File: config.mk
export PLATFORM = sky130hd
export DESIGN_NAME = sevenseg_capture
export DESIGN_NICKNAME = d
export VERILOG_FILES = /design/src/rtl/sevenseg_capture.sv
export SDC_FILE = /design/constraint.sdc
export NUM_CORES = 1
export LEC_CHECK = 0
export CAP_MARGIN = 20
export CELL_PAD_IN_SITES_DETAIL_PLACEMENT = 0
export CELL_PAD_IN_SITES_GLOBAL_PLACEMENT = 1
export CORE_ASPECT_RATIO = 1.5
export CORE_MARGIN = 3
export CORE_UTILIZATION = 39
export CTS_CLUSTER_DIAMETER = 40
export DETAILED_ROUTE_END_ITERATION = 8
export HOLD_SLACK_MARGIN = 0.02
export PLACE_DENSITY = 0.79
export SYNTH_ARGS = -nofsm -noshare
export SYNTH_HDL_FRONTEND = slang
export SYNTH_SLANG_ARGS = --single-unit
File: constraint.sdc
create_clock -name clk -period 2.2 [get_ports clk]
set_clock_uncertainty 0.1 [all_clocks]
set_input_delay 0.44 -clock clk [delete_from_list [all_inputs] [get_ports clk]]
set_output_delay 0.44 -clock clk [all_outputs]
set_load 0.05 [all_outputs]
File: src/rtl/sevenseg_capture.sv
// sevenseg_capture: reads back a multiplexed active-low seven-segment bus.
// Each stable strobe dwell is decoded to a hex nibble and collected into a
// frame, which is handed out through a valid/ready handshake.
module sevenseg_capture #(
  parameter int unsigned DIGITS        = 4,
  parameter int unsigned STABLE_CYCLES = 4
) (
  input  logic                  clk,
  input  logic                  rst_n,
  input  logic [6:0]            seg,
  input  logic [DIGITS-1:0]     an,
  output logic [4*DIGITS-1:0]   out_value,
  output logic [DIGITS-1:0]     out_err,
  output logic                  out_valid,
  input  logic                  out_ready,
  output logic                  overflow
);

  localparam int unsigned SEG_W = 7;
  localparam int unsigned VAL_W = 4 * DIGITS;
  localparam int unsigned CNT_W = ($clog2(STABLE_CYCLES) > 0) ? $clog2(STABLE_CYCLES) : 1;
  localparam int unsigned IDX_W = (DIGITS > 1) ? $clog2(DIGITS) : 1;
  localparam logic [CNT_W-1:0] CNT_MAX = CNT_W'(STABLE_CYCLES - 1);

  typedef enum logic {
    S_EMPTY = 1'b0,
    S_FULL  = 1'b1
  } state_t;

  logic [SEG_W-1:0]  seg_meta, seg_sync, seg_prev;
  logic [DIGITS-1:0] an_meta, an_sync, an_prev;
  logic [CNT_W-1:0]  cnt;
  logic              arm;
  logic [DIGITS-1:0] mask;
  logic [VAL_W-1:0]  collect_val;
  logic [DIGITS-1:0] collect_err;

  logic              changed;
  logic [DIGITS-1:0] strobe;
  logic              one_low;
  logic [IDX_W-1:0]  idx;
  logic [3:0]        dig_nib;
  logic              dig_err;
  logic              accept;
  logic [VAL_W-1:0]  frame_val;
  logic [DIGITS-1:0] frame_err;
  logic [DIGITS-1:0] mask_new;
  logic              complete;

  state_t state, state_next;
  logic   load, drop;

  // Inverse of the hex-to-segment encoder; returns {err, nibble}.
  function automatic logic [4:0] decode(input logic [SEG_W-1:0] p);
    logic [4:0] r;
    case (p)
      7'b1000000: r = 5'h00;
      7'b1111001: r = 5'h01;
      7'b0100100: r = 5'h02;
      7'b0110000: r = 5'h03;
      7'b0011001: r = 5'h04;
      7'b0010010: r = 5'h05;
      7'b0000010: r = 5'h06;
      7'b1111000: r = 5'h07;
      7'b0000000: r = 5'h08;
      7'b0010000: r = 5'h09;
      7'b0001000: r = 5'h0A;
      7'b0000011: r = 5'h0B;
      7'b1000110: r = 5'h0C;
      7'b0100001: r = 5'h0D;
      7'b0000110: r = 5'h0E;
      7'b0001110: r = 5'h0F;
      default:    r = 5'h10;
    endcase
    return r;
  endfunction

  // Two-flop synchronizers plus a one-cycle history for change detection.
  always_ff @(posedge clk) begin
    if (!rst_n) begin
      seg_meta <= '1;
      seg_sync <= '1;
      seg_prev <= '1;
      an_meta  <= '1;
      an_sync  <= '1;
      an_prev  <= '1;
    end else begin
      seg_meta <= seg;
      seg_sync <= seg_meta;
      seg_prev <= seg_sync;
      an_meta  <= an;
      an_sync  <= an_meta;
      an_prev  <= an_sync;
    end
  end

  // Strobe legality and selected digit index.
  always_comb begin
    changed = ({an_sync, seg_sync} != {an_prev, seg_prev});
    strobe  = ~an_sync;
    one_low = (strobe != '0) && ((strobe & (strobe - DIGITS'(1))) == '0);
    idx     = '0;
    for (int i = 0; i < DIGITS; i++) begin
      if (strobe[i]) idx = IDX_W'(i);
    end
  end

  // Acceptance and frame assembly with the incoming digit merged in.
  always_comb begin
    {dig_err, dig_nib} = decode(seg_sync);
    // !changed keeps a stale saturated count from accepting a fresh dwell early.
    accept    = one_low && arm && !changed && (cnt == CNT_MAX);
    frame_val = collect_val;
    frame_err = collect_err;
    frame_val[{idx, 2'b00} +: 4] = dig_nib;
    frame_err[idx]               = dig_err;
    mask_new  = mask | (DIGITS'(1) << idx);
    complete  = accept && (mask_new == '1);
  end

  // Stability counter, arm flag and collect slots.
  always_ff @(posedge clk) begin
    if (!rst_n) begin
      cnt         <= '0;
      arm         <= 1'b1;
      mask        <= '0;
      collect_val <= '0;
      collect_err <= '0;
    end else begin
      if (changed) begin
        cnt <= '0;
      end else if (cnt != CNT_MAX) begin
        cnt <= cnt + CNT_W'(1);
      end
      if (changed) begin
        arm <= 1'b1;
      end else if (accept) begin
        arm <= 1'b0;
      end
      if (accept) begin
        collect_val <= frame_val;
        collect_err <= frame_err;
        mask        <= complete ? '0 : mask_new;
      end
    end
  end

  // Output state register.
  always_ff @(posedge clk) begin
    if (!rst_n) begin
      state <= S_EMPTY;
    end else begin
      state <= state_next;
    end
  end

  // Output next-state: load, hand off, or drop on collision.
  always_comb begin
    state_next = state;
    load       = 1'b0;
    drop       = 1'b0;
    case (state)
      S_EMPTY: begin
        if (complete) begin
          load       = 1'b1;
          state_next = S_FULL;
        end
      end
      S_FULL: begin
        if (complete) begin
          if (out_ready) begin
            load = 1'b1;
          end else begin
            drop = 1'b1;
          end
        end else if (out_ready) begin
          state_next = S_EMPTY;
        end
      end
      default: state_next = S_EMPTY;
    endcase
  end

  // Registered output frame, valid and overflow pulse.
  always_ff @(posedge clk) begin
    if (!rst_n) begin
      out_value <= '0;
      out_err   <= '0;
      out_valid <= 1'b0;
      overflow  <= 1'b0;
    end else begin
      if (load) begin
        out_value <= frame_val;
        out_err   <= frame_err;
      end
      out_valid <= (state_next == S_FULL);
      overflow  <= drop;
    end
  end

endmodule

==> results of run 1 <==
==> final timing paths <==
path | start | to | slack (ps) | cells past startpoint
worst max-delay path | an_sync[1] | out_value[10] | 50 | 12
worst min-delay path | seg_meta[6] | seg_sync[6] | 310 | 1
worst max register to register | an_sync[1] | out_value[10] | 50 | 12
worst min register to register | seg_meta[6] | seg_sync[6] | 310 | 1
==> logic make-up (layout without fill, tap and decap cells) <==
| family | count (synthesis) | in the layout | synth area share (%) |
|---|---|---|---|
| xor+xnor | 14 | 14 | 3.58 |
| simple gates | 169 | 169 | 27.7 |
| compound gates | 80 | 80 | 15.1 |
| flops | 82 | 82 | 45.2 |
| mux | 5 | 5 | 1.38 |
| fa+ha+maj | 9 | 9 | 3.10 |
| buf+inv | 28 | 101 | 3.96 |
==> Yosys cell counts, types with 2 or more instances <==
cell type  count
clkbuf_1      10
or2_2          2
nand2b_1      58
nand4_1        3
o22ai_1        2
buf_6          3
nand4b_1       3
inv_1          3
nand3_1        5
buf_1          2
or3b_1         2
xor2_1        12
o21ai_1       20
o32ai_1       17
buf_2          7
ha_1           9
nor3b_1        5
nor4b_2        2
buf_4          2
a31oi_1       20
nand2_1       50
a21oi_1        7
dfxtp_1       82
o21a_1         4
mux2i_1        5
or3_1          2
and3_1         9
nor3_1         5
nor4b_1        3
nor2_1         9
==> power by group <==
group	total, W	internal, W	switching, W
Sequential	0.00153	0.00151	0.0000219
Clock	0.00151	0.000933	0.000578
Combinational	0.000260	0.000130	0.000130
==> sequential cells by signal, summed over array words and instances (netlist names), 2 cells and up <==
name and cells:
collect_val 16, out_value 16, seg_meta 7, seg_prev 7, seg_sync 7, an_meta 4, an_prev 4, an_sync 4
collect_err 4, mask 4, out_err 4, cnt 2
==> cell usage in the layout (no fill, tap or decap), types with 8 or more instances in the layout <==
master           netlist  final
nand2_1               50     48
o21ai_1               20     14
xor2_1                12     12
clkdlybuf4s50_1        0     34
nor2_1                 9      8
and3_1                 9      9
clkbuf_16              0     11
dfxtp_1               82     78
a31oi_1               20     18
buf_4                  2     41
o32ai_1               17     17
nand2b_1              58     57
==> metal layers <==
layer / track usage, % / up-vias / wire [µm]
met4: 11.3 / 0 / 347
li1: - / 1505 / -
met3: 3.18 / 26 / 221
met5: 0 / - / 0
met2: 28.3 / 47 / 4430
met1: 16.2 / 1418 / 3340
==> what timing repair did <==
action,4_1_cts,5_1_grt
gates resized for setup,4,30
pin swaps,0,9
cloned,0,3
endpoints found under the setup margin,20,22
hold buffers,0,0
buffers inserted,0,10
==> metrics by stage <==
stage | power, W | hold WS (ps) | utilization (%)
final | 0.00330 | 306 | 54.2
after global routing | 0.00343 | 326 | 54.2
after CTS | 0.00332 | 306 | 51.2
after detailed placement | 0.00180 | 293 | 47.7
after global placement | 0.00179 | 289 | 47.7
after floorplan | 0.00171 | 286 | -
==> area by class of cell <==
cell class | instances | share of cell area [%]
Clock buffer | 11 | 5.22
Clock inverter | 4 | 1.06
Inverter | 4 | 0.413
Multi-Input combinational cell | 277 | 40.8
Sequential cell | 82 | 34.0
Tap cell | 110 | 2.84
Timing Repair Buffer | 82 | 15.6
==> metrics.md, run 1 <==
| Metric | Value |
|---|---|
| Status | `finished, final reports clean` |
| Top_reg_cell synth | `dfxtp_1` |
| Worst Setup Slack post-DPL | `-67.4 ps` |
| Largest net degree at the start of global routing | `34` |
| Detail Route Antenna Nets | `0` |
| Vias in the first global route | `~2800` |
| Global-route wire length before repair | `approximately 13000 µm` |
| Post-synth EDFFs | `0` |
| FP Rows | `42` |
| Synth Net Count | `410` |
| Global route overflow | `0` |
| Final setup TNS | `0 ps` |
| Register bit count reported by yosys | `82` |
| Final hold vios | `0` |
| Clk Latency, worst-skew pair | `~340 ps` |
| Gpl congestion | `between 0.9 and 1` |
| Full die area | `0.0105 mm²` |
| Clock Tree Buf Depth | `2` |
| Final worst path period need | `roughly 2100 ps` |
| WP data arrival | `approximately 2300 ps` |
| Total track usage | `between 15 and 20%` |
| IO Port Bufs | `35` |
| Synth unique cells | `54` |
| Non-Filler Instances | `570` |
| Syn Inst Count | `387` |
| Setup Viol. Count Final | `0` |
| CTS tree | `done` |
| Final Cycle Share | `a little over nine tenths` |
| Worst VDD drop | `just under 0.0005 V` |
| Clock slew at reported path FFs | `roughly 60 ps` |
| Die Width | `84.8 µm` |
| Fin nets | `roughly 480` |
| Critical path required time | `2320 ps` |
| Initial Util | `between 40% and 50%` |
| Drt drc | `0` |
| Area added between synthesis and finish | `33.3%` |
| Critical path's slowest cell | `dfxtp_2` |
| Kind of critical path | `reg2reg` |
| CTS sink cnt | `82` |
| Crit path launch type | `register` |
| Buf/Inv on CP | `4` |
| Dominant cells by area after synthesis | `dfxtp_1, nand2b_1, nand2_1, o32ai_1, a31oi_1` |
| Detailed Place HPWL | `5810 µm` |
| Fmax | `466 MHz` |
| Crit path max-delay family | `simple AND/OR/NAND/NOR gates` |
| Worst min path class | `reg2reg` |
| Total wire length | `about 8300 µm` |
| Largest fanout on the critical path | `8` |
| CTS root buf | `clkbuf_16` |
| Multi-input logic area | `between 0.0015 and 0.002 mm²` |
| Maxcap violations | `0` |
| Reg area | `0.00165 mm²` |
| Wire length per cell | `14.6 µm` |
| Async set-reset flop share out of synthesis | `0%` |
| Slew HR | `~61%` |
| Critical Path, Cell by Cell | `nand2b_4 -> and2_4 -> inv_6 -> ha_4 -> o22ai_2 -> nor2_2 -> nand2_2 -> nor3_4 -> buf_4 -> buf_6 -> clkbuf_16 -> a31oi_1` |
| ANT cells | `0` |
| Most area-hungry cell type in the Yosys netlist | `dfxtp_1` |
| YS warnings | `0` |
| Top-area cell type share of the netlist area | `around 45%` |
| Cell area after synthesis | `0.00363 mm²` |
| PwrDens | `about 700 mW/mm²` |
| Core region area | `around 0.009 mm²` |
| Layout cells sized above 1 | `between 20% and 30%` |
| Crit. End Element | `register` |
| Via count | `2996` |
| Least-Margin Pin Slew | `approximately 580 ps` |
| I/O pin total | `36` |
| Post-DP Area | `about 0.0043 mm²` |
| Placed cell count | `between 500 and 600` |
| First DRT Iteration DRCs | `about 110` |
| Syn Area/Cell | `between 9 and 10 µm²` |
| Design Area, Final | `between 0.004 and 0.005 mm²` |
| Drt first pass iters | `4` |
| Static leakage power | `approximately 1.8 nW` |
| Worst setup margin | `roughly 55 ps` |
| # H-tree levels | `3` |
| Max-slew violation count | `0` |
| Die Height | `between 100 and 150 µm` |
| # fillers | `a little over 800` |
| Sequential share of the synthesized area | `between 40 and 50%` |
| CTS buffer count | `9` |
| Initial antenna violation count | `0` |
| Via-to-Cell Ratio | `between 5 and 6` |
| Critical Path Max Stage Delay | `320 ps` |
(Power assumes the default switching activity.)
==> inputs of run 2 (changes only) <==
--- a/config.mk
+++ b/config.mk
@@ -13,7 +13,7 @@
 export CORE_UTILIZATION = 39
 export CTS_CLUSTER_DIAMETER = 40
 export DETAILED_ROUTE_END_ITERATION = 8
-export HOLD_SLACK_MARGIN = 0.02
+export HOLD_SLACK_MARGIN = 0.15
 export PLACE_DENSITY = 0.79
 export SYNTH_ARGS = -nofsm -noshare
 export SYNTH_HDL_FRONTEND = slang
==> results of run 2 <==
The final DEF is identical to that of run 1; final timing and power are the same.
